File: config.mk
export PLATFORM = sky130hd
export DESIGN_NAME = rect_fill_engine
export DESIGN_NICKNAME = d
export VERILOG_FILES = /design/src/rtl/rect_pkg.sv /design/src/rtl/rect_cmd_fifo.sv /design/src/rtl/rect_fill_engine.sv
export SDC_FILE = /design/constraint.sdc
export NUM_CORES = 1
export LEC_CHECK = 0
export CORE_ASPECT_RATIO = 1.75
export CORE_MARGIN = 2
export CORE_UTILIZATION = 53
export DETAILED_ROUTE_END_ITERATION = 12
export PLACE_DENSITY_LB_ADDON = 0.12
export RECOVER_POWER = 25
export SKIP_LAST_GASP = 1
export SLEW_MARGIN = 20
export SYNTH_ARGS = -nofsm -noshare
export SYNTH_HDL_FRONTEND = slang
export SYNTH_HIERARCHICAL = 1
export SYNTH_SLANG_ARGS = --single-unit
export TNS_END_PERCENT = 5
File: constraint.sdc
create_clock -name clock -period 2.4 [get_ports clock]
set_input_delay 0.48 -clock clock [delete_from_list [all_inputs] [get_ports clock]]
set_output_delay 0.48 -clock clock [all_outputs]
set_load 0.02 [all_outputs]
File: src/rtl/rect_pkg.sv
// Shared types and defaults for the rectangle fill engine.
// The command layout packed into the queue is {x, y, w, h, colour}, MSB first.
package rect_pkg;

    localparam int unsigned X_W_DEF      = 8;
    localparam int unsigned Y_W_DEF      = 7;
    localparam int unsigned COLOUR_W_DEF = 3;
    localparam int unsigned SCREEN_W_DEF = 160;
    localparam int unsigned SCREEN_H_DEF = 120;

    typedef enum logic [1:0] {
        StIdle,
        StLoad,
        StRun
    } rect_state_e;

    // Reference layout of one queued command at the default widths.
    typedef struct packed {
        logic [X_W_DEF-1:0]      x;
        logic [Y_W_DEF-1:0]      y;
        logic [X_W_DEF-1:0]      w;
        logic [Y_W_DEF-1:0]      h;
        logic [COLOUR_W_DEF-1:0] colour;
    } rect_cmd_t;

    function automatic int unsigned cmd_width(int unsigned xw, int unsigned yw,
                                              int unsigned cw);
        return xw + yw + xw + yw + cw;
    endfunction

endpackage

File: src/rtl/rect_cmd_fifo.sv
// Synchronous command FIFO with registered occupancy count.
// Depth must be a power of two so the pointers wrap naturally.
module rect_cmd_fifo #(
    parameter int unsigned WIDTH = 8,
    parameter int unsigned DEPTH = 4
) (
    input  logic             clock,
    input  logic             reset,
    input  logic             push,
    input  logic             pop,
    input  logic [WIDTH-1:0] push_data,
    output logic [WIDTH-1:0] pop_data,
    output logic             full,
    output logic             empty
);

    localparam int unsigned AW = $clog2(DEPTH);

    logic [WIDTH-1:0] mem_q [DEPTH];
    logic [AW-1:0]    wr_ptr_q;
    logic [AW-1:0]    rd_ptr_q;
    logic [AW:0]      count_q;
    logic             do_push;
    logic             do_pop;

    assign full     = (count_q == (AW+1)'(DEPTH));
    assign empty    = (count_q == '0);
    assign do_push  = push && !full;
    assign do_pop   = pop && !empty;
    assign pop_data = mem_q[rd_ptr_q];

    // Pointer and occupancy bookkeeping.
    always_ff @(posedge clock) begin
        if (reset) begin
            wr_ptr_q <= '0;
            rd_ptr_q <= '0;
            count_q  <= '0;
        end else begin
            if (do_push) wr_ptr_q <= wr_ptr_q + AW'(1);
            if (do_pop)  rd_ptr_q <= rd_ptr_q + AW'(1);
            unique case ({do_push, do_pop})
                2'b10:   count_q <= count_q + (AW+1)'(1);
                2'b01:   count_q <= count_q - (AW+1)'(1);
                default: count_q <= count_q;
            endcase
        end
    end

    // Storage array; contents are don't-care while empty, so no reset.
    always_ff @(posedge clock) begin
        if (do_push) mem_q[wr_ptr_q] <= push_data;
    end

endmodule

File: src/rtl/rect_fill_engine.sv
// Rectangle rasteriser: queues draw commands and emits one pixel per cycle
// in row-major order towards the VGA adapter.
// Optional build macro RECT_CLIP_EN suppresses the plot strobe for pixels
// outside the visible screen; otherwise coordinates wrap at the field width.
module rect_fill_engine
    import rect_pkg::*;
#(
    parameter int unsigned X_W        = X_W_DEF,
    parameter int unsigned Y_W        = Y_W_DEF,
    parameter int unsigned COLOUR_W   = COLOUR_W_DEF,
    parameter int unsigned SCREEN_W   = SCREEN_W_DEF,
    parameter int unsigned SCREEN_H   = SCREEN_H_DEF,
    parameter int unsigned FIFO_DEPTH = 4
) (
    input  logic                clock,
    input  logic                reset,
    input  logic                req_valid,
    output logic                req_ready,
    input  logic [X_W-1:0]      req_x,
    input  logic [Y_W-1:0]      req_y,
    input  logic [X_W-1:0]      req_w,
    input  logic [Y_W-1:0]      req_h,
    input  logic [COLOUR_W-1:0] req_colour,
    output logic [X_W-1:0]      out_x,
    output logic [Y_W-1:0]      out_y,
    output logic [COLOUR_W-1:0] out_colour,
    output logic                out_plot,
    output logic                done,
    output logic                busy
);

    localparam int unsigned CMD_W = cmd_width(X_W, Y_W, COLOUR_W);

    // Elaboration-time sanity checks on the configuration.
    if (SCREEN_W > (2 ** X_W) || SCREEN_H > (2 ** Y_W)) begin : g_bad_screen
        $error("screen size exceeds coordinate width");
    end
    if ((FIFO_DEPTH < 2) || ((FIFO_DEPTH & (FIFO_DEPTH - 1)) != 0)) begin : g_bad_depth
        $error("FIFO_DEPTH must be a power of two >= 2");
    end

    rect_state_e         state_q, state_d;
    logic [X_W-1:0]      x_q, x_d, w_q, w_d, cx_q, cx_d;
    logic [Y_W-1:0]      y_q, y_d, h_q, h_d, cy_q, cy_d;
    logic [COLOUR_W-1:0] colour_q, colour_d;
    logic [X_W-1:0]      out_x_q, out_x_d;
    logic [Y_W-1:0]      out_y_q, out_y_d;
    logic [COLOUR_W-1:0] out_colour_q, out_colour_d;
    logic                plot_q, plot_d;
    logic                done_q, done_d;

    logic [CMD_W-1:0]    push_data, pop_data;
    logic                fifo_push, fifo_pop, fifo_full, fifo_empty;
    logic [X_W-1:0]      pop_x, pop_w;
    logic [Y_W-1:0]      pop_y, pop_h;
    logic [COLOUR_W-1:0] pop_colour;

    logic [X_W-1:0]      pix_x;
    logic [Y_W-1:0]      pix_y;
    logic                pix_plot;

    // Ready comes from the registered count only: no bypass when full.
    assign req_ready = !fifo_full && !reset;
    assign fifo_push = req_valid && req_ready;
    assign push_data = {req_x, req_y, req_w, req_h, req_colour};
    assign {pop_x, pop_y, pop_w, pop_h, pop_colour} = pop_data;

    rect_cmd_fifo #(
        .WIDTH (CMD_W),
        .DEPTH (FIFO_DEPTH)
    ) u_cmd_fifo (
        .clock     (clock),
        .reset     (reset),
        .push      (fifo_push),
        .pop       (fifo_pop),
        .push_data (push_data),
        .pop_data  (pop_data),
        .full      (fifo_full),
        .empty     (fifo_empty)
    );

`ifdef RECT_CLIP_EN
    logic [X_W:0] sum_x;
    logic [Y_W:0] sum_y;
    assign sum_x    = {1'b0, x_q} + {1'b0, cx_q};
    assign sum_y    = {1'b0, y_q} + {1'b0, cy_q};
    assign pix_x    = sum_x[X_W-1:0];
    assign pix_y    = sum_y[Y_W-1:0];
    assign pix_plot = (sum_x < (X_W+1)'(SCREEN_W)) && (sum_y < (Y_W+1)'(SCREEN_H));
`else
    // Carry-out is dropped: off-screen coordinates wrap around.
    assign pix_x    = x_q + cx_q;
    assign pix_y    = y_q + cy_q;
    assign pix_plot = 1'b1;
`endif

    // Next-state, command capture and pixel generation.
    always_comb begin
        state_d      = state_q;
        x_d          = x_q;
        y_d          = y_q;
        w_d          = w_q;
        h_d          = h_q;
        colour_d     = colour_q;
        cx_d         = cx_q;
        cy_d         = cy_q;
        out_x_d      = out_x_q;
        out_y_d      = out_y_q;
        out_colour_d = out_colour_q;
        plot_d       = 1'b0;
        done_d       = 1'b0;
        fifo_pop     = 1'b0;
        unique case (state_q)
            StIdle: begin
                if (!fifo_empty) begin
                    fifo_pop = 1'b1;
                    x_d      = pop_x;
                    y_d      = pop_y;
                    w_d      = pop_w;
                    h_d      = pop_h;
                    colour_d = pop_colour;
                    state_d  = StLoad;
                end
            end
            StLoad: begin
                if (w_q == '0 || h_q == '0) begin
                    done_d  = 1'b1;
                    state_d = StIdle;
                end else begin
                    cx_d    = '0;
                    cy_d    = '0;
                    state_d = StRun;
                end
            end
            StRun: begin
                out_x_d      = pix_x;
                out_y_d      = pix_y;
                out_colour_d = colour_q;
                plot_d       = pix_plot;
                if (cx_q == w_q - X_W'(1)) begin
                    cx_d = '0;
                    cy_d = cy_q + Y_W'(1);
                    if (cy_q == h_q - Y_W'(1)) begin
                        done_d  = 1'b1;
                        state_d = StIdle;
                    end
                end else begin
                    cx_d = cx_q + X_W'(1);
                end
            end
            default: state_d = StIdle;
        endcase
    end

    // State and output registers; reset discards any in-flight rectangle.
    always_ff @(posedge clock) begin
        if (reset) begin
            state_q      <= StIdle;
            x_q          <= '0;
            y_q          <= '0;
            w_q          <= '0;
            h_q          <= '0;
            colour_q     <= '0;
            cx_q         <= '0;
            cy_q         <= '0;
            out_x_q      <= '0;
            out_y_q      <= '0;
            out_colour_q <= '0;
            plot_q       <= 1'b0;
            done_q       <= 1'b0;
        end else begin
            state_q      <= state_d;
            x_q          <= x_d;
            y_q          <= y_d;
            w_q          <= w_d;
            h_q          <= h_d;
            colour_q     <= colour_d;
            cx_q         <= cx_d;
            cy_q         <= cy_d;
            out_x_q      <= out_x_d;
            out_y_q      <= out_y_d;
            out_colour_q <= out_colour_d;
            plot_q       <= plot_d;
            done_q       <= done_d;
        end
    end

    assign out_x      = out_x_q;
    assign out_y      = out_y_q;
    assign out_colour = out_colour_q;
    assign out_plot   = plot_q;
    assign done       = done_q;
    assign busy       = (state_q != StIdle) || !fifo_empty;

endmodule

==> metrics.cfg, run 1 <==
[grt]
grt_start_max_net_pins=76
grt_overflow_total=0
antenna_found_initial=0
number_of_global_route_vias_before_repair=5977
grt.total_usage_pct=21.1
global_route_wire_length_before_repair_um=30000

[synth]
asyncSetResetFlopFracSynth_pct=0
post_synth_instance_area_mm2=0.00910
synth-edff-count=132
yosysWarnings=6
synthDistinctLibCells=68
synth_cells=693
synth_nets=758
synthFlopType=sky130_fd_sc_hd__edfxtp_1
ys_seq_elements=211
yosysSeqAreaShare_pct=60.9
synth_area_per_cell_um2=13.1

[clock_network]
worst_skew_pair.late_latency_ns=0.49
worst_setup_hold_path_clk_slew_ns=0.06
cts.repair_timing.setup_buffer_count=0
htree_levels=1
cts.sinks=211
root_buffer=sky130_fd_sc_hd__clkbuf_16
cts_inserted_buffers=20
clk_path_buf_depth=3
cts_tree=yes

[die]
die_h_um=177
io-pin-count=58
die_x_um=103
fp.coreArea_mm2=0.0169
start_util_pct=53.9
floorplan.die_area_mm2=0.0183
total_number_of_placement_rows=63

[pwr]
seq_power_share_pct=44.7
cellInternalPower_mw=6.89
switchingPower_mw=2.91
total_power_consumption_of_the_routed_design_mw=9.80
leakage_nw=3.66
p_clk_share_pct=29.8
switching_power_share_of_the_total_pct=29.7
power.ir.vdd_worst_v=0.000641
power_density_mw_per_mm2=909
combinationalPowerShare_pct=25.5

[timing]
final_max_slew_viol_count=0
min_period_over_period_pct=98.5
grt_setup_unrepaired=true
clock-skew-final_ns=0.0119
number_of_setup_violations_in_the_final_report=0
slew_headroom_pct=44.3
final.setup.worst_slack_ns=0.0357
clock.fmax_mhz=423
final-hold-violation-count=0
hold_slack_ns=0.463
worst_slew_pin_slew_ns=0.836
timing.final.crit_period_ns=2.36

[finish]
fin_nets=846
most-common-layout-cells=sky130_fd_sc_hd__edfxtp_1 (132), sky130_fd_sc_hd__nand2_1 (87), sky130_fd_sc_hd__dfxtp_1 (75)
flow.area_growth_from_synthesis_pct=18.5
finalCoreUtilization_pct=63.9
number_of_non_filler_instances_in_the_completed_layout=1022
diodes=0
most_common_library_cell_in_the_layout_ignoring_fill_and_taps=sky130_fd_sc_hd__edfxtp_1
drive_gt1_share_pct=15.7

[placed_design]
dpl.cell_count=986
port_buffers=57
dp_hpwl_um=12300
finalWeightedCongestion=0.864
preCtsSetupSlack_ns=-0.0538

[critical_path]
setup.worst_path.end_class=flip-flop
timing_worst_setup_path_type=reg -> reg
regToRegEndpoint=cy_q[0]
ff2ff_setup_slack_ns=0.04
crit_required_ns=2.82
crit_path_max_fanout=5
crit_path_launch_type=flip-flop
crit-reg2reg-launch=w_q[0]
timing.critical_path.arrival_ns=2.78
reg2reg_depth=8

[min_path]
hp-start=out_y[4]
worst_hold_path_type=reg -> reg
worstHoldEndpoint=out_y[4]
timing.hold.worst_path_depth=2

[detailed_routing]
drt-pass1-iter-count=4
via_per_inst=5.57
drc_violations_left=0
ant_nets=0
routed_wire_length_per_instance_um=17.9
routed-via-count=5694
wl_um=18300
first_iter_violations=200

[flow_run]
maxCapViolCount=0

[status]
run_status=complete, no violations

[state kept, by name, summed over array words and instances, names as in the netlist, named ones only]
signal               cells
w_q                      8
done                     1
u_cmd_fifo/wr_ptr_q      2
y_q                      7
out_y                    7
out_plot                 1
colour_q                 3
state_q                  2
cy_q                     7
u_cmd_fifo/mem_q       132
u_cmd_fifo/count_q       3
out_colour               3
cx_q                     8
h_q                      7
x_q                      8
u_cmd_fifo/rd_ptr_q      2
out_x                    8
[worst max path at each step]
stage	from	to	slack, ns	cells past startpoint
2_1_floorplan	reset	u_cmd_fifo/mem_q[1][0]	-0.26	6
3_3_place_gp	req_valid	u_cmd_fifo/count_q[2]	0.001	11
3_5_place_dp	req_valid	u_cmd_fifo/count_q[2]	-0.05	11
4_1_cts	w_q[0]	cx_q[4]	-0.04	10
5_1_grt	w_q[0]	cy_q[6]	-0.03	9
6_report	w_q[0]	cy_q[0]	0.04	8
[area by class of cell]
| cell class | count | area, um^2 |
|---|---|---|
| clock buffers | 27 | 548 |
| well taps | 227 | 284 |
| fillers | 1356 | 6090 |
| multi-input cells | 416 | 3280 |
| clock inverters | 9 | 57.6 |
| flip-flops and latches | 211 | 5560 |
| repair buffers | 97 | 927 |
| inverters | 35 | 131 |
[cells in the mapped netlist (2+ instances only)]
| library cell | count | area share (%) |
|---|---|---|
| sky130_fd_sc_hd__a21o_1 | 3 | 0.25 |
| sky130_fd_sc_hd__a21oi_1 | 54 | 3.0 |
| sky130_fd_sc_hd__nor2b_1 | 6 | 0.41 |
| sky130_fd_sc_hd__clkbuf_1 | 18 | 0.74 |
| sky130_fd_sc_hd__fa_1 | 3 | 0.66 |
| sky130_fd_sc_hd__buf_2 | 4 | 0.22 |
| sky130_fd_sc_hd__a2111oi_0 | 2 | 0.19 |
| sky130_fd_sc_hd__buf_1 | 4 | 0.16 |
| sky130_fd_sc_hd__a211oi_1 | 6 | 0.49 |
| sky130_fd_sc_hd__xor2_1 | 14 | 1.3 |
| sky130_fd_sc_hd__o21ai_0 | 15 | 0.82 |
| sky130_fd_sc_hd__and3_1 | 4 | 0.27 |
| sky130_fd_sc_hd__nand2b_1 | 10 | 0.69 |
| sky130_fd_sc_hd__nand3_1 | 6 | 0.33 |
| sky130_fd_sc_hd__buf_12 | 3 | 0.66 |
| sky130_fd_sc_hd__nor4_1 | 2 | 0.14 |
| sky130_fd_sc_hd__nand4_1 | 6 | 0.41 |
| sky130_fd_sc_hd__mux2i_1 | 12 | 1.3 |
| sky130_fd_sc_hd__o22ai_1 | 3 | 0.21 |
| sky130_fd_sc_hd__xnor2_1 | 19 | 1.8 |
| sky130_fd_sc_hd__dfxtp_1 | 79 | 17 |
| sky130_fd_sc_hd__inv_1 | 34 | 1.4 |
| sky130_fd_sc_hd__mux4_1 | 3 | 0.87 |
| sky130_fd_sc_hd__nor3_2 | 2 | 0.22 |
| sky130_fd_sc_hd__edfxtp_1 | 132 | 44 |
| sky130_fd_sc_hd__o31a_1 | 2 | 0.19 |
| sky130_fd_sc_hd__o21a_1 | 2 | 0.16 |
| sky130_fd_sc_hd__mux4_2 | 30 | 7.4 |
| sky130_fd_sc_hd__nand2_1 | 87 | 3.6 |
| sky130_fd_sc_hd__nand3b_1 | 3 | 0.25 |
| sky130_fd_sc_hd__o31ai_2 | 2 | 0.27 |
| sky130_fd_sc_hd__or3_1 | 6 | 0.41 |
| sky130_fd_sc_hd__a31oi_1 | 3 | 0.21 |
| sky130_fd_sc_hd__ha_1 | 26 | 3.6 |
| sky130_fd_sc_hd__nor3_1 | 18 | 0.99 |
| sky130_fd_sc_hd__o211ai_1 | 2 | 0.16 |
| sky130_fd_sc_hd__and2_1 | 6 | 0.41 |
| sky130_fd_sc_hd__nor2_1 | 30 | 1.2 |
| sky130_fd_sc_hd__or4_1 | 3 | 0.25 |
[routing by layer]
| metal | GRT usage (%) | part of all wire [%] | vias up |
|---|---|---|---|
| met2 | 37.9 | 53 | 114 |
| met1 | 25.2 | 40 | 2814 |
| met5 | 0 | 0 | - |
| met3 | 3.07 | 3.9 | 45 |
| li1 | - | - | 2721 |
| met4 | 7.84 | 3.3 | 0 |
[power groups by stage]
stage | registers [mW] | logic (mW) | clock network (mW)
after floorplan | 4.37 | 1.76 | 0
after global placement | 4.42 | 2.44 | 0
after detailed placement | 4.44 | 2.49 | 0
after CTS | 4.36 | 2.50 | 3.00
after global routing | 4.41 | 2.79 | 3.14
final | 4.38 | 2.50 | 2.92
[timing repair]
action	CTS	global route
cloned	0	0
resized for setup	1	14
setup endpoints to repair	9	19
pin swaps	0	3
hold buffers	0	0
[logic make-up (layout without fill, tap and decap cells)]
| kind of cell | Yosys count | after routing | share of synthesized area (%) |
|---|---|---|---|
| flops | 211 | 211 | 60.9 |
| simple gates | 197 | 197 | 10.5 |
| compound gates | 111 | 111 | 8.02 |
| buf+inv | 66 | 168 | 3.44 |
| mux | 46 | 46 | 9.73 |
| xor+xnor | 33 | 33 | 3.18 |
| fa+ha+maj | 29 | 29 | 4.23 |
[stage by stage]
| stage | TNS, ns | instance area [um^2] |
|---|---|---|
| after global placement | 0 | 10100 |
| after floorplan | -26.35 | 9100 |
| after CTS | -0.117 | 10700 |
| after detailed placement | -0.0794 | 10100 |
| final | 0 | 10800 |
| after global routing | -0.167 | 10800 |
[worst max-delay path, stage by stage (launching register included)]
cell                       delay (ns)
sky130_fd_sc_hd__dfxtp_1         0.31
sky130_fd_sc_hd__inv_1           0.06
sky130_fd_sc_hd__ha_1            0.27
sky130_fd_sc_hd__inv_1           0.09
sky130_fd_sc_hd__a211o_1         0.28
sky130_fd_sc_hd__a311oi_2        0.40
sky130_fd_sc_hd__o211ai_1        0.29
sky130_fd_sc_hd__or4_1           0.46
sky130_fd_sc_hd__a21oi_1         0.13
(Power assumes the default switching activity.)
==> inputs of run 2 (changes only) <==
--- a/config.mk
+++ b/config.mk
@@ -5,6 +5,7 @@
 export SDC_FILE = /design/constraint.sdc
 export NUM_CORES = 1
 export LEC_CHECK = 0
+export ABC_AREA = 1
 export CORE_ASPECT_RATIO = 1.75
 export CORE_MARGIN = 2
 export CORE_UTILIZATION = 53
==> metrics.cfg, run 2 <==
[timing]
final-hold-violation-count=0  ; unchanged
number_of_setup_violations_in_the_final_report=0  ; unchanged
final_max_slew_viol_count=0  ; unchanged
min_period_over_period_pct=95.6  ; -3.0 points
grt_setup_unrepaired=false
clock.fmax_mhz=436  ; +3.1%
clock-skew-final_ns=0.00851  ; -0.00340 ns
worst_slew_pin_slew_ns=0.695  ; -0.140 ns
timing.final.crit_period_ns=2.29  ; -0.0709 ns
slew_headroom_pct=53.6  ; +9.3 points
final.setup.worst_slack_ns=0.107  ; +0.0709 ns
hold_slack_ns=0.483  ; +0.0203 ns

[finish]
regMostFlops=u_cmd_fifo/mem_q
most-common-layout-cells=sky130_fd_sc_hd__nor2_1 (186), sky130_fd_sc_hd__edfxtp_1 (132), sky130_fd_sc_hd__o21ai_0 (105)
largest_register_ffs=132  ; unchanged
fin_nets=1060  ; +25%
most_common_library_cell_in_the_layout_ignoring_fill_and_taps=sky130_fd_sc_hd__nor2_1
flow.area_growth_from_synthesis_pct=15.9
drive_gt1_share_pct=7.14  ; -8.6 points

[grt]
grt_start_max_net_pins=55  ; -28%
grt_most_used_layer=met2
global_route.usage.met2_pct=39.3  ; +1.4 points
grt_overflow_total=0  ; unchanged
gr-usage-met3_pct=2.25  ; -0.82 points
number_of_global_route_vias_before_repair=6298  ; +5.4%
grt_util_met1_pct=24.3  ; -0.94 points
global_route_wire_length_before_repair_um=31100  ; +3.8%
antenna_found_initial=1  ; +1
grt.total_usage_pct=20.9  ; -0.21 points

[die]
total_number_of_placement_rows=64  ; +1.6%
fp.coreArea_mm2=0.0173  ; +2.5%
die_x_um=104  ; +0.86%
io-pin-count=58  ; unchanged
start_util_pct=53.6  ; -0.39 points
die_h_um=179  ; +0.88%
floorplan.die_area_mm2=0.0186  ; +1.7%

[status]
run_status=complete, no violations

[synth]
synth_top_area_cell=sky130_fd_sc_hd__edfxtp_1
post_synth_instance_area_mm2=0.00926  ; +1.8%
yosysSeqAreaShare_pct=59.9  ; -1.1 points
synth_cells=936  ; +35%
share_of_the_synthesized_area_in_the_top_cell_type_pct=42.8  ; -0.77 points
synth.cells.most_frequent=sky130_fd_sc_hd__nor2_1 (190), sky130_fd_sc_hd__edfxtp_1 (132), sky130_fd_sc_hd__o21ai_0 (105)
yosys-top-cells-area=sky130_fd_sc_hd__edfxtp_1 (43%), sky130_fd_sc_hd__dfxtp_1 (17%), sky130_fd_sc_hd__nor2_1 (7.7%)
synth_nets=1001  ; +32%
ys_seq_elements=211  ; unchanged
post-synth-top-count-cell=sky130_fd_sc_hd__nor2_1
synth-edff-count=132  ; unchanged
yosysWarnings=6  ; unchanged
asyncSetResetFlopFracSynth_pct=0  ; unchanged
synth_area_per_cell_um2=9.90  ; -25%
synthDistinctLibCells=40  ; -41%
synthFlopType=sky130_fd_sc_hd__edfxtp_1

[clock_network]
root_buffer=sky130_fd_sc_hd__clkbuf_16
worst_setup_hold_path_clk_slew_ns=0.06  ; about the same
htree_levels=1  ; unchanged
cts_inserted_buffers=20  ; unchanged
cts.sinks=211  ; unchanged
worst_skew_pair.late_latency_ns=0.50  ; about the same
cts_tree=yes
cts.repair_timing.setup_buffer_count=0  ; unchanged
clk_path_buf_depth=3  ; unchanged

[placed_design]
finalWeightedCongestion=0.808  ; -6.4%
port_buffers=57  ; unchanged
preCtsSetupSlack_ns=0.0432  ; +0.0969 ns
dp_hpwl_um=12800  ; +3.5%

[detailed_routing]
drc_violations_left=0  ; unchanged
wl_um=19200  ; +4.8%
routed_wire_length_per_instance_um=15.5  ; -14%
first_iter_violations=254  ; +27%
via_per_inst=5.17  ; -7.2%
routed-via-count=6419  ; +13%
ant_nets=0  ; unchanged
drt-pass1-iter-count=5  ; +1

[critical_path]
timing.critical_path.arrival_ns=1.81  ; -0.97 ns
worst_path_largest_cell_delay_ns=0.60  ; +0.14 ns
timing_worst_setup_path_type=reg -> out
timing.critical_path.max_delay_family=buffers and inverters
crit_path_max_fanout=4  ; -1
crit_required_ns=1.92  ; -0.90 ns
critPathBufInv=2  ; unchanged
crit_chain=nor2_1 -> nand2_1 -> inv_1 -> nor2_1 -> clkdlybuf4s50_1
worst_path_max_delay_cell=sky130_fd_sc_hd__clkdlybuf4s50_1
crit_top_cell=sky130_fd_sc_hd__nor2_1
crit_path_launch_type=flip-flop
setup.worst_path.end_class=primary output

[min_path]
worst_hold_path_type=reg -> reg

[flow_run]
maxCapViolCount=0  ; unchanged

[pwr]
power_density_mw_per_mm2=1130  ; +24%
power.ir.vdd_worst_v=0.000758  ; +18%
leakage_nw=4.15  ; +13%

==> run 2: cell types whose count changed after synthesis, moves of 11 or more <==
cell,previous run,this run
sky130_fd_sc_hd__o21ai_0,15,105
sky130_fd_sc_hd__inv_1,34,74
sky130_fd_sc_hd__a21oi_1,54,43
sky130_fd_sc_hd__mux4_2,30,0
sky130_fd_sc_hd__o21ai_1,0,18
sky130_fd_sc_hd__nor3_1,18,7
sky130_fd_sc_hd__mux2i_1,12,0
sky130_fd_sc_hd__o22ai_1,3,33
sky130_fd_sc_hd__nand3_1,6,30
sky130_fd_sc_hd__nor2_1,30,190
==> run 2: kinds of logic (layout without fill, tap and decap cells) <==
group / count (synthesis) / in the layout / share of synthesized area [%]
AO/OA/AOI/OAI: 204 / 204 / 11.7
AND/OR/NAND/NOR: 342 / 342 / 15.3
other: 0 / 1 / 0
XOR/XNOR: 30 / 30 / 2.84
flip-flops: 211 / 211 / 59.9
buffers and inverters: 120 / 193 / 6.19
adder cells (fa/ha/maj): 29 / 29 / 4.16
==> run 2: worst register-to-register path: cells and delay by family, from the launching register on <==
family / cells / cell delay, ns
flip-flops: 1 / 0.47
AO/OA/AOI/OAI: 4 / 0.71
adder cells (fa/ha/maj): 2 / 0.62
buffers and inverters: 2 / 0.10
XOR/XNOR: 1 / 0.09
==> run 2: final timing paths <==
kind,from,to,slack [ns],cells past startpoint
setup reg to reg,cx_q[0],out_x[6],0.30,9
hold reg to reg,out_x[7],out_x[7],0.48,2
setup / recovery,u_cmd_fifo/count_q[1],req_ready,0.11,5
hold / removal,out_x[7],out_x[7],0.48,2
==> run 2: cell type report <==
cell class              count  area (um^2)
diodes                      1         2.50
clock buffers              28          562
clock inverters             8         93.8
fillers                  1478         6560
inverters                  78          293
multi-input cells         605         3160
flip-flops and latches    211         5550
well taps                 231          289
repair buffers             79          797
==> run 2: report_power, final <==
part	switching (mW)	total [mW]	internal, mW
sequential	0.381	4.78	4.40
combinational	2.71	4.20	1.48
clock	1.29	3.15	1.86
==> run 2: what timing repair did <==
action                     in CTS  in global routing
gates resized for setup         1                  0
hold buffers                    0                  0
setup endpoints to repair       1                  0
==> run 2: metrics by stage <==
step                      power (mW)  instance area (um^2)  util (%)  instances  setup TNS (ns)
final                           12.1                 10700      62.1       1241               0
after global routing            13.0                 10700      62.1       1241               0
after CTS                       12.2                 10700      62.1       1240               0
after detailed placement        9.07                 10100      58.3       1204               0
after global placement          9.03                 10100      58.3       1204               0
after floorplan                 7.99                  9270         -        936          -11.90
==> run 2: routing by layer <==
layer,share of wire [%],wire [um],vias up
li1,-,-,3287
met1,41,7850,2985
met2,53,10300,114
met3,3.0,585,33
met4,2.7,522,0
met5,0,0,-
==> inputs of run 3 (changes only) <==
--- a/config.mk
+++ b/config.mk
@@ -8,7 +8,7 @@
 export ABC_AREA = 1
 export CORE_ASPECT_RATIO = 1.75
 export CORE_MARGIN = 2
-export CORE_UTILIZATION = 53
+export CORE_UTILIZATION = 59
 export DETAILED_ROUTE_END_ITERATION = 12
 export PLACE_DENSITY_LB_ADDON = 0.12
 export RECOVER_POWER = 25
==> constraint.sdc (replaced) <==
create_clock -name clock -period 2.2 [get_ports clock]
set_input_delay 0.44 -clock clock [delete_from_list [all_inputs] [get_ports clock]]
set_output_delay 0.44 -clock clock [all_outputs]
set_load 0.02 [all_outputs]
==> metrics.cfg, run 3 (synthesis results as in run 2) <==
[die]
fp.coreArea_mm2=0.0154  ; -11%
io-pin-count=58  ; unchanged
floorplan.die_area_mm2=0.0168  ; -9.9%
die_h_um=170  ; -5.1%
total_number_of_placement_rows=60  ; -6.3%
die_x_um=98.7  ; -5.0%
start_util_pct=60.2  ; +6.6 points

[finish]
largest_register_ffs=132  ; unchanged
most_common_library_cell_in_the_layout_ignoring_fill_and_taps=sky130_fd_sc_hd__nor2_1
diodes=0  ; -1
fin_nets=1069  ; +0.85%
flow.area_growth_from_synthesis_pct=16.8
number_of_non_filler_instances_in_the_completed_layout=1203  ; -3.1%
drive_gt1_share_pct=8.16  ; +1.0 points
regMostFlops=u_cmd_fifo/mem_q
most-common-layout-cells=sky130_fd_sc_hd__nor2_1 (186), sky130_fd_sc_hd__edfxtp_1 (132), sky130_fd_sc_hd__o21ai_0 (105)

[detailed_routing]
routed_wire_length_per_instance_um=16.1  ; +3.9%
drc_violations_left=0  ; unchanged
wl_um=19400  ; +0.73%
routed-via-count=6557  ; +2.1%
drt-pass1-iter-count=5  ; unchanged
first_iter_violations=308  ; +21%
ant_nets=0  ; unchanged
via_per_inst=5.45  ; +5.4%

[grt]
antenna_found_initial=0  ; -1
number_of_global_route_vias_before_repair=6551  ; +4.0%
global_route_wire_length_before_repair_um=31800  ; +2.4%
grt.total_usage_pct=23.7  ; +2.8 points
grt_start_max_net_pins=67  ; +22%
grt_overflow_total=0  ; unchanged

[pwr]
switching_power_share_of_the_total_pct=35.9  ; -0.26 points
combinationalPowerShare_pct=34.9  ; +0.3 points
cellInternalPower_mw=8.69  ; +12%
seq_power_share_pct=38.2  ; -1.2 points
power.ir.vdd_worst_v=0.000810  ; +6.9%
switchingPower_mw=4.88  ; +11%
leakage_nw=4.22  ; +1.9%
total_power_consumption_of_the_routed_design_mw=13.6  ; +12%
p_clk_share_pct=26.9  ; +0.9 points
power_density_mw_per_mm2=1250  ; +11%

[timing]
slew_headroom_pct=67.5  ; +14 points
final_max_slew_viol_count=0  ; unchanged
clock-skew-final_ns=0.0160  ; +0.00749 ns
min_period_over_period_pct=96.3
number_of_setup_violations_in_the_final_report=0  ; unchanged
grt_setup_unrepaired=true
worst_slew_pin_slew_ns=0.487  ; -0.208 ns
clock.fmax_mhz=472
final-hold-violation-count=0  ; unchanged
timing.final.crit_period_ns=2.12

[flow_run]
maxCapViolCount=0  ; unchanged

[critical_path]
timing_worst_setup_path_type=reg -> out
worst_path_largest_cell_delay_ns=0.35  ; -0.25 ns
crit_chain=nor2_1 -> nand2_1 -> inv_1 -> nand2_1 -> dlygate4sd2_1
crit_required_ns=1.76  ; -0.16 ns
crit_path_max_fanout=4  ; unchanged
timing.critical_path.arrival_ns=1.68  ; -0.13 ns
worst_path_max_delay_cell=sky130_fd_sc_hd__dlygate4sd2_1
crit_path_launch_type=flip-flop
crit_top_cell=sky130_fd_sc_hd__nand2_1
setup.worst_path.end_class=primary output

[placed_design]
port_buffers=57  ; unchanged
dpl.cell_count=1168  ; -3.0%
dp_hpwl_um=13100  ; +2.2%
finalWeightedCongestion=0.834  ; +3.2%

[clock_network]
cts_tree=yes
root_buffer=sky130_fd_sc_hd__clkbuf_16
clk_path_buf_depth=3  ; unchanged
htree_levels=1  ; unchanged
postCtsHoldBufs=0  ; unchanged
cts.sinks=211  ; unchanged
cts_inserted_buffers=20  ; unchanged
worst_setup_hold_path_clk_slew_ns=0.06  ; about the same
worst_skew_pair.late_latency_ns=0.50  ; about the same

[min_path]
worst_hold_path_type=reg -> reg

[status]
run_status=complete, no violations

run 3: cell types whose count changed in the layout (fill, tap and decap cells not counted), sizes merged, moves of 2 or more:
| cell | change |
|---|---|
| dlygate4sd3 | -2 |
| buf | +9 |
| bufinv | +2 |
| clkbuf | -5 |
| clkinv | +2 |
run 3: repair_timing:
action | in CTS | in global routing
resized for setup | 1 | 1
setup buffers | 0 | 0
pin swaps | 0 | 0
cloned | 0 | 0
hold endpoints to repair | 0 | 0
setup endpoints to repair | 2 | 7
run 3: final timing paths:
check / start / end / slack, ns / cells past startpoint
hold / removal: out_colour[2] / out_colour[2] / 0.49 / 2
hold reg to reg: out_colour[2] / out_colour[2] / 0.49 / 2
setup / recovery: u_cmd_fifo/count_q[1] / busy / 0.08 / 5
setup reg to reg: w_q[1] / cy_q[1] / 0.15 / 13
run 3: through the flow:
step	setup TNS, ns	util, %	setup WS [ns]	hold slack [ns]	instance area, um^2
after detailed placement	-9.81	65.7	-0.145	0.480	10100
after floorplan	-33.06	-	-0.250	0.450	9270
final	0	70.3	0.0810	0.494	10800
after global placement	-6.45	65.7	-0.0781	0.468	10100
after CTS	-0.0909	70.3	-0.0909	0.495	10800
after global routing	-0.202	70.3	-0.0932	0.527	10800
run 3: area by class of cell:
type / instances / area, um^2
sequential: 211 / 5550
fill: 1162 / 4570
multi-input combinational: 605 / 3160
timing repair buffer: 88 / 892
clock buffer: 23 / 533
inverter: 78 / 293
tap: 186 / 233
clock inverter: 12 / 164
run 3: per-layer routing:
layer	global-route usage, %	vias up	share of wire, %
met2	45.1	156	55
met4	8.10	0	2.7
li1	-	3307	-
met3	2.59	30	3.7
met1	27.3	3064	39
met5	0	-	0
run 3: critical path, delay by kind of cell, from the launching register on:
kind                   cells  cell delay [ns]
flip-flops                 1             0.33
buffers and inverters      2             0.45
AND/OR/NAND/NOR            3             0.43
run 3: power groups by stage:
stage	clock [mW]	combinational, mW	sequential [mW]
finish	3.66	4.74	5.18
global route	3.86	5.39	5.24
CTS	3.70	4.76	5.18
detailed placement	0	4.73	5.25
global placement	0	4.66	5.25
floorplan	0	3.46	5.25
